**config.mk**
```make
export PLATFORM = sky130hd
export DESIGN_NAME = dct_zigzag_serializer_flat
export DESIGN_NICKNAME = d
export VERILOG_FILES = /design/src/rtl/dct_zigzag_serializer_pkg.sv /design/src/rtl/dct_zigzag_serializer_if.sv /design/src/rtl/dct_zigzag_serializer_coef_bank.sv /design/src/rtl/dct_zigzag_serializer.sv /design/src/flat_wrapper.sv
export SDC_FILE = /design/constraint.sdc
export NUM_CORES = 1
export LEC_CHECK = 0
export CAP_MARGIN = 10
export CELL_PAD_IN_SITES_DETAIL_PLACEMENT = 1
export CELL_PAD_IN_SITES_GLOBAL_PLACEMENT = 1
export CORE_AREA = 2 2 280 282
export CTS_BUF_LIST = sky130_fd_sc_hd__clkbuf_8
export DETAILED_ROUTE_END_ITERATION = 6
export DIE_AREA = 0 0 282 284
export PLACE_DENSITY = 0.79
export SLEW_MARGIN = 20
export SYNTH_ARGS = -nofsm -noshare
export SYNTH_HDL_FRONTEND = slang
export SYNTH_HIERARCHICAL = 1
export SYNTH_SLANG_ARGS = --single-unit
```
**constraint.sdc**
```tcl
create_clock -name clk -period 5.07 [get_ports clk]
set_clock_uncertainty 0.1 [all_clocks]
set_input_delay 1.014 -clock clk [delete_from_list [all_inputs] [get_ports clk]]
set_output_delay 1.014 -clock clk [all_outputs]
set_load 0.02 [all_outputs]
```
**src/rtl/dct_zigzag_serializer_pkg.sv**
```systemverilog
// Shared types and constants for the DCT coefficient path: coefficient
// width, block size, the JPEG zigzag scan table and the serializer states.
package dct_pkg;

  localparam int COEF_W  = 11;
  localparam int BLOCK_N = 64;

  typedef logic signed [COEF_W-1:0] coef_t;

  typedef enum logic {
    IDLE  = 1'b0,
    SHIFT = 1'b1
  } zz_state_t;

  // Zigzag position k -> row-major index inside the 8x8 block.
  localparam logic [5:0] ZIGZAG [0:63] = '{
    6'd0,  6'd1,  6'd8,  6'd16, 6'd9,  6'd2,  6'd3,  6'd10,
    6'd17, 6'd24, 6'd32, 6'd25, 6'd18, 6'd11, 6'd4,  6'd5,
    6'd12, 6'd19, 6'd26, 6'd33, 6'd40, 6'd48, 6'd41, 6'd34,
    6'd27, 6'd20, 6'd13, 6'd6,  6'd7,  6'd14, 6'd21, 6'd28,
    6'd35, 6'd42, 6'd49, 6'd56, 6'd57, 6'd50, 6'd43, 6'd36,
    6'd29, 6'd22, 6'd15, 6'd23, 6'd30, 6'd37, 6'd44, 6'd51,
    6'd58, 6'd59, 6'd52, 6'd45, 6'd38, 6'd31, 6'd39, 6'd46,
    6'd53, 6'd60, 6'd61, 6'd54, 6'd47, 6'd55, 6'd62, 6'd63
  };

  // Map a zigzag position to the row-major bank address.
  function automatic logic [5:0] zz_addr(input logic [5:0] k);
    return ZIGZAG[k];
  endfunction

endpackage

```
**src/rtl/dct_zigzag_serializer_if.sv**
```systemverilog
// Serial coefficient stream: valid/ready handshake carrying one zigzag
// ordered coefficient per beat plus its position and an end-of-block marker.
interface dct_zigzag_serializer_if #(
  parameter int COEF_W = dct_pkg::COEF_W
);

  logic              out_valid;
  logic              out_ready;
  logic [COEF_W-1:0] out_data;
  logic [5:0]        out_index;
  logic              out_last;

  modport master (
    output out_valid,
    output out_data,
    output out_index,
    output out_last,
    input  out_ready
  );

  modport slave (
    input  out_valid,
    input  out_data,
    input  out_index,
    input  out_last,
    output out_ready
  );

endinterface

```
**src/rtl/dct_zigzag_serializer_coef_bank.sv**
```systemverilog
// 64-entry coefficient register file: whole-block parallel load, one
// asynchronous read port addressed by row-major index.
module dct_coef_bank #(
  parameter int COEF_W = dct_pkg::COEF_W
) (
  input  logic                               clk,
  input  logic                               rst,
  input  logic                               load,
  input  logic [dct_pkg::BLOCK_N*COEF_W-1:0] load_data,
  input  logic [5:0]                         rd_addr,
  output logic [COEF_W-1:0]                  rd_data
);

  logic [dct_pkg::BLOCK_N*COEF_W-1:0] bank_q;
  logic [dct_pkg::BLOCK_N*COEF_W-1:0] bank_d;

  // Next bank contents: replace the whole block on load, otherwise hold.
  always_comb begin
    bank_d = bank_q;
    if (load) begin
      bank_d = load_data;
    end else begin
      bank_d = bank_q;
    end
  end

  // Bank storage, cleared by reset so stale blocks never leak out.
  always_ff @(posedge clk or negedge rst) begin
    if (!rst) begin
      bank_q <= '0;
    end else begin
      bank_q <= bank_d;
    end
  end

  // Read mux over the registered bank.
  always_comb begin
    rd_data = bank_q[rd_addr*COEF_W +: COEF_W];
  end

endmodule

```
**src/rtl/dct_zigzag_serializer.sv**
```systemverilog
// Captures a parallel 8x8 coefficient block and replays it as a 64-beat
// zigzag-ordered stream. A new block is accepted only when idle or on the
// cycle the final beat is taken; any other arrival is dropped and flagged.
module dct_zigzag_serializer #(
  parameter int COEF_W = dct_pkg::COEF_W
) (
  input  logic                               clk,
  input  logic                               rst,
  input  logic                               in_valid,
  input  logic [dct_pkg::BLOCK_N*COEF_W-1:0] coef_in,
  dct_zigzag_serializer_if.master            out_if,
  output logic                               busy,
  output logic                               overrun
);

  import dct_pkg::*;

  zz_state_t         state_q, state_d;
  logic [5:0]        k_q, k_d;
  logic              out_valid_q, out_valid_d;
  logic              out_last_q, out_last_d;
  logic              busy_q, busy_d;
  logic              overrun_q, overrun_d;
  logic              load_s;
  logic              accept_s;
  logic              final_accept_s;
  logic [5:0]        rd_addr_s;
  logic [COEF_W-1:0] rd_data_s;

  dct_coef_bank #(.COEF_W(COEF_W)) u_bank (
    .clk       (clk),
    .rst       (rst),
    .load      (load_s),
    .load_data (coef_in),
    .rd_addr   (rd_addr_s),
    .rd_data   (rd_data_s)
  );

  // Handshake decode; uses only the registered valid so the outputs stay
  // free of any combinational path from out_ready.
  always_comb begin
    accept_s       = out_valid_q & out_if.out_ready;
    final_accept_s = accept_s & (k_q == 6'd63);
    rd_addr_s      = zz_addr(k_q);
  end

  // Next-state, beat counter, capture and overrun decisions.
  always_comb begin
    state_d   = state_q;
    k_d       = k_q;
    load_s    = 1'b0;
    overrun_d = overrun_q;
    case (state_q)
      IDLE: begin
        if (in_valid) begin
          load_s  = 1'b1;
          k_d     = 6'd0;
          state_d = SHIFT;
        end else begin
          k_d     = 6'd0;
          state_d = IDLE;
        end
      end
      SHIFT: begin
        if (final_accept_s) begin
          k_d = 6'd0;
          if (in_valid) begin
            load_s  = 1'b1;
            state_d = SHIFT;
          end else begin
            state_d = IDLE;
          end
        end else begin
          if (accept_s) begin
            k_d = k_q + 6'd1;
          end else begin
            k_d = k_q;
          end
          if (in_valid) begin
            overrun_d = 1'b1;
          end else begin
            overrun_d = overrun_q;
          end
        end
      end
      default: begin
        state_d = IDLE;
        k_d     = 6'd0;
      end
    endcase
    out_valid_d = (state_d == SHIFT);
    busy_d      = (state_d == SHIFT);
    out_last_d  = (state_d == SHIFT) && (k_d == 6'd63);
  end

  // State, counter and output flag registers.
  always_ff @(posedge clk or negedge rst) begin
    if (!rst) begin
      state_q     <= IDLE;
      k_q         <= 6'd0;
      out_valid_q <= 1'b0;
      out_last_q  <= 1'b0;
      busy_q      <= 1'b0;
      overrun_q   <= 1'b0;
    end else begin
      state_q     <= state_d;
      k_q         <= k_d;
      out_valid_q <= out_valid_d;
      out_last_q  <= out_last_d;
      busy_q      <= busy_d;
      overrun_q   <= overrun_d;
    end
  end

  // Drive the stream; data is forced to zero whenever no block is held.
  always_comb begin
    out_if.out_valid = out_valid_q;
    out_if.out_index = k_q;
    out_if.out_last  = out_last_q;
    busy             = busy_q;
    overrun          = overrun_q;
    if (out_valid_q) begin
      out_if.out_data = rd_data_s;
    end else begin
      out_if.out_data = '0;
    end
  end

endmodule
```
**src/flat_wrapper.sv**
```systemverilog
// flat-port wrapper written by rule: the top's interface ports become plain ports
module dct_zigzag_serializer_flat import dct_pkg::*;
#(
  parameter int COEF_W = dct_pkg::COEF_W
)
  (clk, rst, in_valid, coef_in, busy, overrun, out_if_out_valid, out_if_out_data, out_if_out_index, out_if_out_last, out_if_out_ready);
  dct_zigzag_serializer_if #(.COEF_W(COEF_W)) out_if_i ();
  input  logic clk;
  input  logic rst;
  input  logic in_valid;
  input  logic [dct_pkg::BLOCK_N*COEF_W-1:0] coef_in;
  output logic busy;
  output logic overrun;
  output wire logic [$bits(out_if_i.out_valid)-1:0] out_if_out_valid;
  output wire logic [$bits(out_if_i.out_data)-1:0] out_if_out_data;
  output wire logic [$bits(out_if_i.out_index)-1:0] out_if_out_index;
  output wire logic [$bits(out_if_i.out_last)-1:0] out_if_out_last;
  input wire logic [$bits(out_if_i.out_ready)-1:0] out_if_out_ready;
  assign out_if_out_valid = out_if_i.out_valid;
  assign out_if_out_data = out_if_i.out_data;
  assign out_if_out_index = out_if_i.out_index;
  assign out_if_out_last = out_if_i.out_last;
  assign out_if_i.out_ready = out_if_out_ready;
  dct_zigzag_serializer #(.COEF_W(COEF_W)) u_core (.clk(clk), .rst(rst), .in_valid(in_valid), .coef_in(coef_in), .out_if(out_if_i), .busy(busy), .overrun(overrun));
endmodule
```
==> results of run 1 <==
layer usage:
| layer | up-vias | part of all wire [%] | wire length, um | GRT usage (%) |
|---|---|---|---|---|
| met5 | - | 0.12 | 147 | 0 |
| met4 | 22 | 4.9 | 6190 | 15.3 |
| met3 | 299 | 6.4 | 8140 | 6.61 |
| met2 | 960 | 51 | 64600 | 53.2 |
| met1 | 12200 | 37 | 47400 | 37.5 |
| li1 | 9763 | - | - | - |
worst paths after layout:
kind / start / to / depth (start not counted)
setup reg to reg: u_core/out_if.out_index[3] / u_core/u_bank/bank_q[89] / 7
max in group asynchronous: rst / u_core/u_bank/bank_q[313] / 2
hold reg to reg: u_core/overrun / u_core/overrun / 1
min in group clk: u_core/overrun / u_core/overrun / 1
setup / recovery: u_core/out_if.out_index[0] / out_if_out_data[10] / 16
hold / removal: rst / u_core/u_bank/bank_q[574] / 1
registers in the layout (all words and copies together) (netlist names):
| name | count |
|---|---|
| u_core/u_bank/bank_q | 704 |
| u_core/busy | 1 |
| u_core/out_if.out_last | 1 |
| u_core/overrun | 1 |
| u_core/out_if.out_index | 6 |
cell families after synthesis:
group                    count (synthesis)  synth area share, %
AND/OR/NAND/NOR                        117                 1.78
multiplexers                           922                 37.4
adder cells (fa/ha/maj)                 16                0.610
flip-flops                             713                 54.3
AO/OA/AOI/OAI                          139                 3.07
XOR/XNOR                                 4                0.107
buffers and inverters                  166                 2.70
worst register-to-register path, stage by stage, from the launching register on:
cell	delay (ns)
dfrtp_2	0.55
buf_4	0.19
buf_4	0.19
nand4_1	0.20
o21ai_2	0.37
and2_4	0.53
buf_4	0.68
mux2_2	0.44
power groups by stage:
stage | sequential, mW | combinational (mW) | clock [mW]
after CTS | 6.83 | 20.3 | 5.38
after floorplan | 6.73 | 9.39 | 0
after global placement | 6.86 | 16.5 | 0
final | 6.85 | 21.3 | 5.28
after detailed placement | 6.92 | 16.8 | 0
after global routing | 6.92 | 22.1 | 5.63
cells in the final DEF, fill, tap and decap left out, drive strengths merged, types with 3 or more instances in the layout:
| cell | n |
|---|---|
| o22ai | 15 |
| mux4 | 174 |
| a22oi | 6 |
| ha | 16 |
| clkdlybuf4s50 | 716 |
| a22o | 14 |
| buf | 230 |
| diode | 32 |
| nand2b | 4 |
| xnor2 | 3 |
| o221ai | 25 |
| dfrtp | 713 |
| a211oi | 4 |
| nor2b | 3 |
| a31oi | 21 |
| nor3 | 4 |
| bufbuf | 6 |
| nand3b | 6 |
| o21ai | 14 |
| mux2 | 706 |
| a21oi | 16 |
| nand4 | 3 |
| a32oi | 8 |
| inv | 55 |
| mux2i | 42 |
| nor2 | 22 |
| clkinv | 12 |
| a221oi | 3 |
| clkbuf | 159 |
| or3b | 5 |
| o41a | 3 |
| nand2 | 44 |
| and2 | 14 |
| nand3 | 4 |
per-stage QoR:
stage	setup slack, ns	total power, mW
4_1_cts	-0.528	32.5
6_report	-0.601	33.4
3_5_place_dp	-0.422	23.7
2_1_floorplan	0.341	16.1
5_1_grt	-0.716	34.6
3_3_place_gp	-0.340	23.4
area by class of cell:
cell class / count / area [um^2] / share of cell area, %
Antenna cell: 32 / 80.1 / 0.173
Clock buffer: 157 / 2160 / 4.66
Clock inverter: 57 / 312 / 0.672
Inverter: 12 / 50.0 / 0.108
Multi-Input combinational cell: 1198 / 14800 / 32.0
Sequential cell: 713 / 17800 / 38.5
Tap cell: 1040 / 1300 / 2.81
Timing Repair Buffer: 954 / 9780 / 21.1
repair_timing:
action,CTS,global route
setup buffers,44,12
gates cloned,8,2
endpoints found under the setup margin,11,11
pin swaps,25,13
gates resized for setup,186,33
==> flow_summary.ini, run 1 <==
[route]
wl_per_cell_um = 30.4
ant_nets = 0
vias_per_cell = 5.58
via_count = 23200
drt_iter0_markers = 1543
drc = 0
dr.pass1.iters = 5
totalWireLength_um = 127000

[sta]
setup_viol_count_final = 11
hold_viol = 0
worstMarginPinSlew_ns = 1.02
maxSlewHeadroom_pct = 31.9
final.period_utilization_pct = 112
rsz0062_at_grt = yes
layout_min_cycle_time_ns = 5.67
final-max-slew-violation-count = 0
setup_slack_ns = -0.601
holdWs_ns = 0.276
fmax_ghz = 0.176
setup_tns_ns = -5.70

[finish]
fillers = 7196
fin_util_pct = 60.3
layout-drive-gt1-share_pct = 45.0
final_cells = 4163
layout.nets = 3723
syn2layout_area_growth_pct = 41.2
final_area_mm2 = 0.0464

[yosys]
synthDistinctLibCells = 51
synth_most_common_cell = dfrtp_1
synth.area.top_cells = dfrtp_1 54%, mux2_2 24%, mux4_2 12%
ys_warn_count = 6
ys_ff_latch = 713
synth_top_area_cell = dfrtp_1
synth_area_mm2 = 0.0328
seq_area_frac_synth_pct = 54.3
async_reset_ff_share_pct = 100
syn_inst = 2077
synth_top_area_share_pct = 54.3
synth_edf_count = 0
synthesis.nets = 2801
synth_top_flop_cell = dfrtp_1
avgSynthCellArea_um2 = 15.8
synth_commonest_cells = 713 x dfrtp_1, 706 x mux2_2, 174 x mux4_2

[floorplanning]
num_rows = 102
dieWidth_um = 282
start_util_pct = 42.7
ios = 729
core_area_mm2 = 0.0770
die_h_um = 284
die_area_mm2 = 0.0801

[critical_path]
arrival_ns = 4.56
crit_required_ns = 3.96
critical-path-max-stage-delay_ns = 0.71
cp_slowest_cell = mux4_4
crit_family = multiplexers
critPathKind = flop to output pin
r2r_slack_ns = 1.69
cp_common_cell = buf_6
path_buf_inv = 7
cp-start-kind = flop
cp_max_fo = 7
crit_chain = buf_6 > ha_4 > buf_4 > inv_2 > ha_4 > mux2i_1 > mux4_4 > buf_16 > buf_12 > buf_6 > mux4_2 > o22ai_4 > o41a_1 > a31oi_2 > and2_4 > buf_6
crit_path_end_kind = output pin

[global_routing]
grt_pass1_vias = 26600
grt.total_usage_pct = 31.3
antenna_found_initial = 44
grt_first_pass_wirelength_um = 182000
grt_max_degree = 118
grt_overflow = 0

[outcome]
status = finished, violations left
violations = negative setup slack

[clock_tree]
clk_pin_slew_ns = 0.06
root_buffer = clkbuf_8
cts_hold_buf = 0
htreeDepth = 3
cts_max_path_buffers = 3
cts_buffers = 120
cts.sinks = 713
cts_tree = yes
clock_latency_ns = 0.71

[place]
dpl_cell_area_mm2 = 0.0422
port_buffers = 728
dp_hpwl_um = 92100
dpl.cell_count = 3860
place.gp.congestion = 0.897

[pwr]
p_switching_mw = 13.4
p_per_area_mw_per_mm2 = 721
p_int_mw = 20.1
pwr-share-seq_pct = 20.5
p_leak_nw = 19.4
switching_share_pct = 40.0
clkPwrFrac_pct = 15.8
pwr-share-comb_pct = 63.7
ir_drop_v = 0.000560

[min_path]
hp-class = primary input to async pin

[flow_run]
maxCapViolCount = 0
Note: power is estimated with default switching activity, not from simulation.
==> run 2: changes to the inputs <==
- SLEW_MARGIN: 20 -> not set
==> results of run 2 <==
Same layout as run 1: the final DEF is identical, and so are final timing and power.
